### config.mk
export PLATFORM = sky130hd
export DESIGN_NAME = vector_ex_mem_pipe
export DESIGN_NICKNAME = d
export VERILOG_FILES = /design/src/rtl/vector_ex_mem_pipe.sv
export SDC_FILE = /design/constraint.sdc
export NUM_CORES = 1
export LEC_CHECK = 0
export CORE_ASPECT_RATIO = 1.4
export CORE_UTILIZATION = 40
export CTS_BUF_LIST = sky130_fd_sc_hd__clkbuf_16
export CTS_CLUSTER_SIZE = 10
export DETAILED_ROUTE_END_ITERATION = 8
export GPL_TIMING_DRIVEN = 0
export PLACE_DENSITY_LB_ADDON = 0.05
export RECOVER_POWER = 25
export SYNTH_ARGS = -nofsm -noshare
export SYNTH_HDL_FRONTEND = slang
export SYNTH_SLANG_ARGS = --single-unit
### constraint.sdc
create_clock -name clk -period 4.4 [get_ports clk]
set_input_delay 0.66 -clock clk [delete_from_list [all_inputs] [get_ports clk]]
set_output_delay 0.66 -clock clk [all_outputs]
set_load 0.02 [all_outputs]
### src/rtl/vector_ex_mem_pipe.sv
// Two-entry skid buffer between the vector execute stage and the memory stage.
// Optional VEC_PIPE_STALL_COUNT_EN adds a saturating 16-bit output-stall counter.
module vector_ex_mem_pipe #(
  parameter int unsigned DATA_WIDTH    = 8,
  parameter int unsigned LANES         = 8,
  parameter int unsigned SELECTOR_SIZE = 4,
  parameter int unsigned RD_WIDTH      = 4
) (
  input  logic                        clk,
  input  logic                        rst_n,
  input  logic                        in_valid,
  output logic                        in_ready,
  input  logic [LANES*DATA_WIDTH-1:0] in_result,
  input  logic [SELECTOR_SIZE-1:0]    in_selector,
  input  logic [RD_WIDTH-1:0]         in_rd,
  input  logic                        in_wr_en,
  input  logic                        flush,
  output logic                        out_valid,
  input  logic                        out_ready,
  output logic [LANES*DATA_WIDTH-1:0] out_result,
  output logic [SELECTOR_SIZE-1:0]    out_selector,
  output logic [RD_WIDTH-1:0]         out_rd,
  output logic                        out_wr_en
`ifdef VEC_PIPE_STALL_COUNT_EN
  ,
  output logic [15:0]                 stall_count
`endif
);

  localparam int unsigned RES_W = LANES * DATA_WIDTH;

  typedef enum logic [1:0] {
    EMPTY = 2'd0,
    ONE   = 2'd1,
    FULL  = 2'd2
  } state_e;

  typedef struct packed {
    logic [RES_W-1:0]         result;
    logic [SELECTOR_SIZE-1:0] sel;
    logic [RD_WIDTH-1:0]      rd;
    logic                     wr_en;
  } entry_t;

  state_e state_q, state_d;
  entry_t main_q, main_d;
  entry_t skid_q, skid_d;
  entry_t in_entry_c;
  logic   in_ready_q, in_ready_d;
  logic   out_valid_q, out_valid_d;
  logic   in_fire_c, out_fire_c;

  assign in_entry_c = '{result: in_result, sel: in_selector, rd: in_rd, wr_en: in_wr_en};
  assign in_fire_c  = in_valid & in_ready_q;
  assign out_fire_c = out_valid_q & out_ready;

  // Next-state: flush wins over any transfer; ready/valid are re-registered from the next state.
  always_comb begin
    state_d = state_q;
    main_d  = main_q;
    skid_d  = skid_q;
    case (state_q)
      EMPTY: begin
        if (in_fire_c) begin
          main_d  = in_entry_c;
          state_d = ONE;
        end
      end
      ONE: begin
        if (in_fire_c && out_fire_c) begin
          main_d = in_entry_c;
        end else if (in_fire_c) begin
          skid_d  = in_entry_c;
          state_d = FULL;
        end else if (out_fire_c) begin
          state_d = EMPTY;
        end
      end
      FULL: begin
        if (out_fire_c) begin
          main_d  = skid_q;
          state_d = ONE;
        end
      end
      default: state_d = EMPTY;
    endcase
    if (flush) begin
      state_d = EMPTY;
    end
    in_ready_d  = (state_d != FULL);
    out_valid_d = (state_d != EMPTY);
  end

  always_ff @(posedge clk or negedge rst_n) begin
    if (!rst_n) begin
      state_q     <= EMPTY;
      main_q      <= '0;
      skid_q      <= '0;
      in_ready_q  <= 1'b1;
      out_valid_q <= 1'b0;
    end else begin
      state_q     <= state_d;
      main_q      <= main_d;
      skid_q      <= skid_d;
      in_ready_q  <= in_ready_d;
      out_valid_q <= out_valid_d;
    end
  end

  assign in_ready     = in_ready_q;
  assign out_valid    = out_valid_q;
  assign out_result   = main_q.result;
  assign out_selector = main_q.sel;
  assign out_rd       = main_q.rd;
  assign out_wr_en    = main_q.wr_en;

`ifdef VEC_PIPE_STALL_COUNT_EN
  localparam int unsigned CNT_W = 16;

  logic [CNT_W-1:0] stall_cnt_q, stall_cnt_d;

  // Saturating count of back-pressured cycles; survives flush, cleared only by reset.
  always_comb begin
    stall_cnt_d = stall_cnt_q;
    if (out_valid_q && !out_ready && (stall_cnt_q != '1)) begin
      stall_cnt_d = stall_cnt_q + CNT_W'(1);
    end
  end

  always_ff @(posedge clk or negedge rst_n) begin
    if (!rst_n) begin
      stall_cnt_q <= '0;
    end else begin
      stall_cnt_q <= stall_cnt_d;
    end
  end

  assign stall_count = stall_cnt_q;
`endif

endmodule

==> results.md <==
- VDD sags by at most approximately 0.31 mV.
- Setup repair after global routing left no endpoint under its margin.
- The average instance in the mapped netlist occupies 15.92 µm².
- The final wirelength is 13.44 mm.
- The standard-cell row count is 54.
- In the routed layout, each cell is associated on average with a via count of 5.025.
- The slowest stage of the critical path belongs to the cell sky130_fd_sc_hd__clkbuf_2.
- Global routing used approximately 17% of the available tracks across all layers.
- The number of flip-flops and latches in the synthesized netlist is 150.
- Summing internal, switching and leakage power gives ~0.0051 W.
- The area growth from synthesis to layout is 36.35%.
- The number of pins with negative max-slew slack in the final report is 91.
- The fraction of final layout cells with drive strength greater than 1 is 45.87%.
- Clock-pin slew was measured on the worst setup and hold paths at 0.06 ns.
- The endpoint type of the worst setup path is an asynchronous set/reset pin.
- The placed cell area is 8308 µm².
- After detailed routing, the number of remaining DRC violations is 0.
- The critical path start-end classification is input port to asynchronous set/reset pin.
- The count of H-tree levels built during CTS is 4.
- Detailed placement finished with a half-perimeter wire length of 9.552 mm.
- The number of buffers created by CTS is 17.
- The initial antenna violation count is 0.
- The first global-routing pass estimated 22.19 mm of wire.
- The quantity of hold-fixing buffers added after cts is 0.
- The number of setup buffers added after CTS is 0.
- Walking the worst path, the cells encountered are buf_6 -> clkbuf_2.
- The power density normalized to cell area is ~570 nW/µm².
- The clock insertion delay at the later pin of the skew report is 0.41 ns.
- The final cell area excluding filler cells is about 9000 µm².
- The synthesized cell area is 6512 µm².
- For this design the top-level I/O count stands at 153.
- The placer congestion estimate is 0.7613.
- The clock passes through at most 2 buffers.
- The peak clock frequency supported by timing is 364.3 MHz.
- For the final database, setup skew stands at 0.004860 ns.
- The startpoint identified for the worst register-to-register timing path is state_q[0].
- The number of setup violations in the final report is 0.
- After layout, the worst path uses 62.38% of the clock period.
- After layout, the minimum clock period comes to around 2.7 ns.
- The via count of the first global-routing pass is 4,429.
- The largest stage delay on the critical path is 1.65 ns.
- The capture instance of the worst register-to-register path is out_rd[1].
- The cell at the root of the clock tree is sky130_fd_sc_hd__clkbuf_16.
- For this design, the sink count on the clock tree is 150.
- The die span in x is 109.8 µm.
- The remaining global-route overflow is 0.
- The checks that failed: capacitance limit, slew limit.
- The area enclosed by the die boundary is 16,800 µm².
- The die is 153.0 µm tall.
- The maximum number of pins on one net before global-route repair is 91.
- The library cells used most frequently in the layout, excluding fill and tap cells, are sky130_fd_sc_hd__mux2_2 (219), sky130_fd_sc_hd__clkdlybuf4s50_1 (151), sky130_fd_sc_hd__dfrtp_1 (149).
- The worst pin sits at a relative slew slack of -48.43%.
- Gates resized during post-CTS repair numbered 0.
- The number of inserted diodes is 0.
- The number of warning messages in the yosys log is 0.
- The leakage power total is 3.677 nW.
- The number of failing hold endpoints at the final stage is 0.
- The arrival time at the worst endpoint is 2.81 ns.
- For this configuration, the core starts out at a cell density of 41.37%.
- The flow ran to the end, but the final reports show violations.
- The library cell used most frequently in the layout, excluding fill and tap cells, is sky130_fd_sc_hd__mux2_2.
- The kind of cell adding the most delay to the critical path is buffers and inverters.
- The number of nets in the synthesized netlist is 487.
- The detailed router placed between 3,000 and 4,000 vias in this run.
- Port buffering added 152 buffers.
- The critical path buffer and inverter count is 2.
- The routed wirelength normalized by instance count is 17.03 µm.
- The first-iteration detailed-routing DRC count is 72.
- In this run the standard cell core region covers 15,740 µm².
- The worst-case register-to-register setup slack is 2.40 ns.
- TritonCTS built the clock tree.
- For this run, the detailed router's first-pass iteration total came to 4.
- The number of cells on the worst reg-to-reg path is 4.
- The unique cell type count in the Yosys netlist is 20.
- The number of fill cells in the layout is 1,342.
- The data required time at the worst endpoint is 4.46 ns.
- The net total in the final layout is 659.
- In this run the worst hold path is classified as input port to asynchronous set/reset pin.
- At the pin with the least slew margin, the transition time is 2.226 ns.
- Along the worst path, the maximum fanout reaches 90.
- Max-cap violations in this run came to 1.
- The count of nets left with antenna violations once routing finished came out at 0.
- The kind of launch point of the worst setup path is an input port.
- The number of standard cells after synthesis is roughly 410.
- The sequential-to-total area share from yosys stat is 57.66%.
-- cell usage after synthesis, drive strengths merged --
library cell / count / share of area [%]
o32ai: 1 / 0.42
and3b: 1 / 0.13
o21bai: 1 / 0.12
a21oi: 1 / 0.077
nor4bb: 1 / 0.15
o21ai: 1 / 0.077
nand2b: 1 / 0.096
nand3: 1 / 0.077
a221oi: 1 / 0.13
mux2: 219 / 38
dfrtp: 149 / 57
nor2b: 1 / 0.096
a21boi: 1 / 0.17
buf: 22 / 2.4
nor3: 1 / 0.077
a221o: 1 / 0.15
nand2: 4 / 0.23
dfstp: 1 / 0.40
and2: 1 / 0.096
-- layout make-up --
| class | count | area [µm²] | area share [%] |
|---|---|---|---|
| clock buffer | 17 | 425.4 | 4.791 |
| clock inverter | 14 | 168.9 | 1.902 |
| tap | 196 | 245.2 | 2.762 |
| buffer | 22 | 153.9 | 1.733 |
| timing repair buffer | 153 | 1528 | 17.20 |
| sequential | 150 | 3755 | 42.29 |
| multi-input combinational | 237 | 2604 | 29.32 |
-- state kept, by name, summed over array words and instances, names as in the netlist --
signal,flops
in_ready,1
out_valid,1
out_selector,4
out_wr_en,1
state_q,2
out_result,64
skid_q,73
out_rd,4
-- power by group --
group	switching, W	internal, W	leakage (nW)
Clock	0.000530	0.000931	0.297
Sequential	0.000237	0.00188	1.77
Combinational	0.000623	0.000890	1.61
Total	0.00139	0.00370	3.68
-- worst max-delay path by stage --
stage	slack (ns)	cells past startpoint	to	startpoint
after floorplan	2.50	4	out_rd[0]	out_ready
after global placement	-3.50	1	out_result[53]	rst_n
after detailed placement	1.64	5	out_result[45]	out_ready
after CTS	2.08	5	out_rd[1]	out_ready
after global routing	1.06	2	skid_q[61]	rst_n
final	1.66	2	out_rd[3]	rst_n
-- through the flow --
stage	std cells	utilization [%]	worst slack [ns]	hold WS (ns)	setup TNS (ns)
after global placement	757	52.59	-3.499	0.4807	-521.49
after CTS	789	56.55	2.082	0.2210	0
after floorplan	409	-	2.504	0.3644	0
after detailed placement	758	52.77	1.640	0.4872	0
after global routing	789	56.41	1.057	0.2365	0
final	789	56.41	1.655	0.1967	0
-- layer usage --
layer	GRT usage, %	routed length [µm]	vias to the layer above
met5	0	0	-
met2	29.35	7120	109
li1	-	-	1829
met1	19.74	5199	2011
met3	5.373	839	16
met4	7.175	275	0
-- worst reg2reg max path, cell delays in order (launching register included) --
cell	delay [ns]
sky130_fd_sc_hd__dfrtp_1	0.42
sky130_fd_sc_hd__a21boi_2	0.21
sky130_fd_sc_hd__o32ai_4	0.64
sky130_fd_sc_hd__buf_6	0.25
sky130_fd_sc_hd__mux2_2	0.35
-- kinds of logic (layout without fill, tap and decap cells) --
logic type / count (synthesis) / in the layout / share of synthesized area (%)
compound gates: 7 / 7 / 1.153
buf+inv: 22 / 206 / 2.363
flops: 150 / 150 / 57.66
mux: 219 / 219 / 37.87
simple gates: 11 / 11 / 0.9606
(Power assumes the default switching activity.)
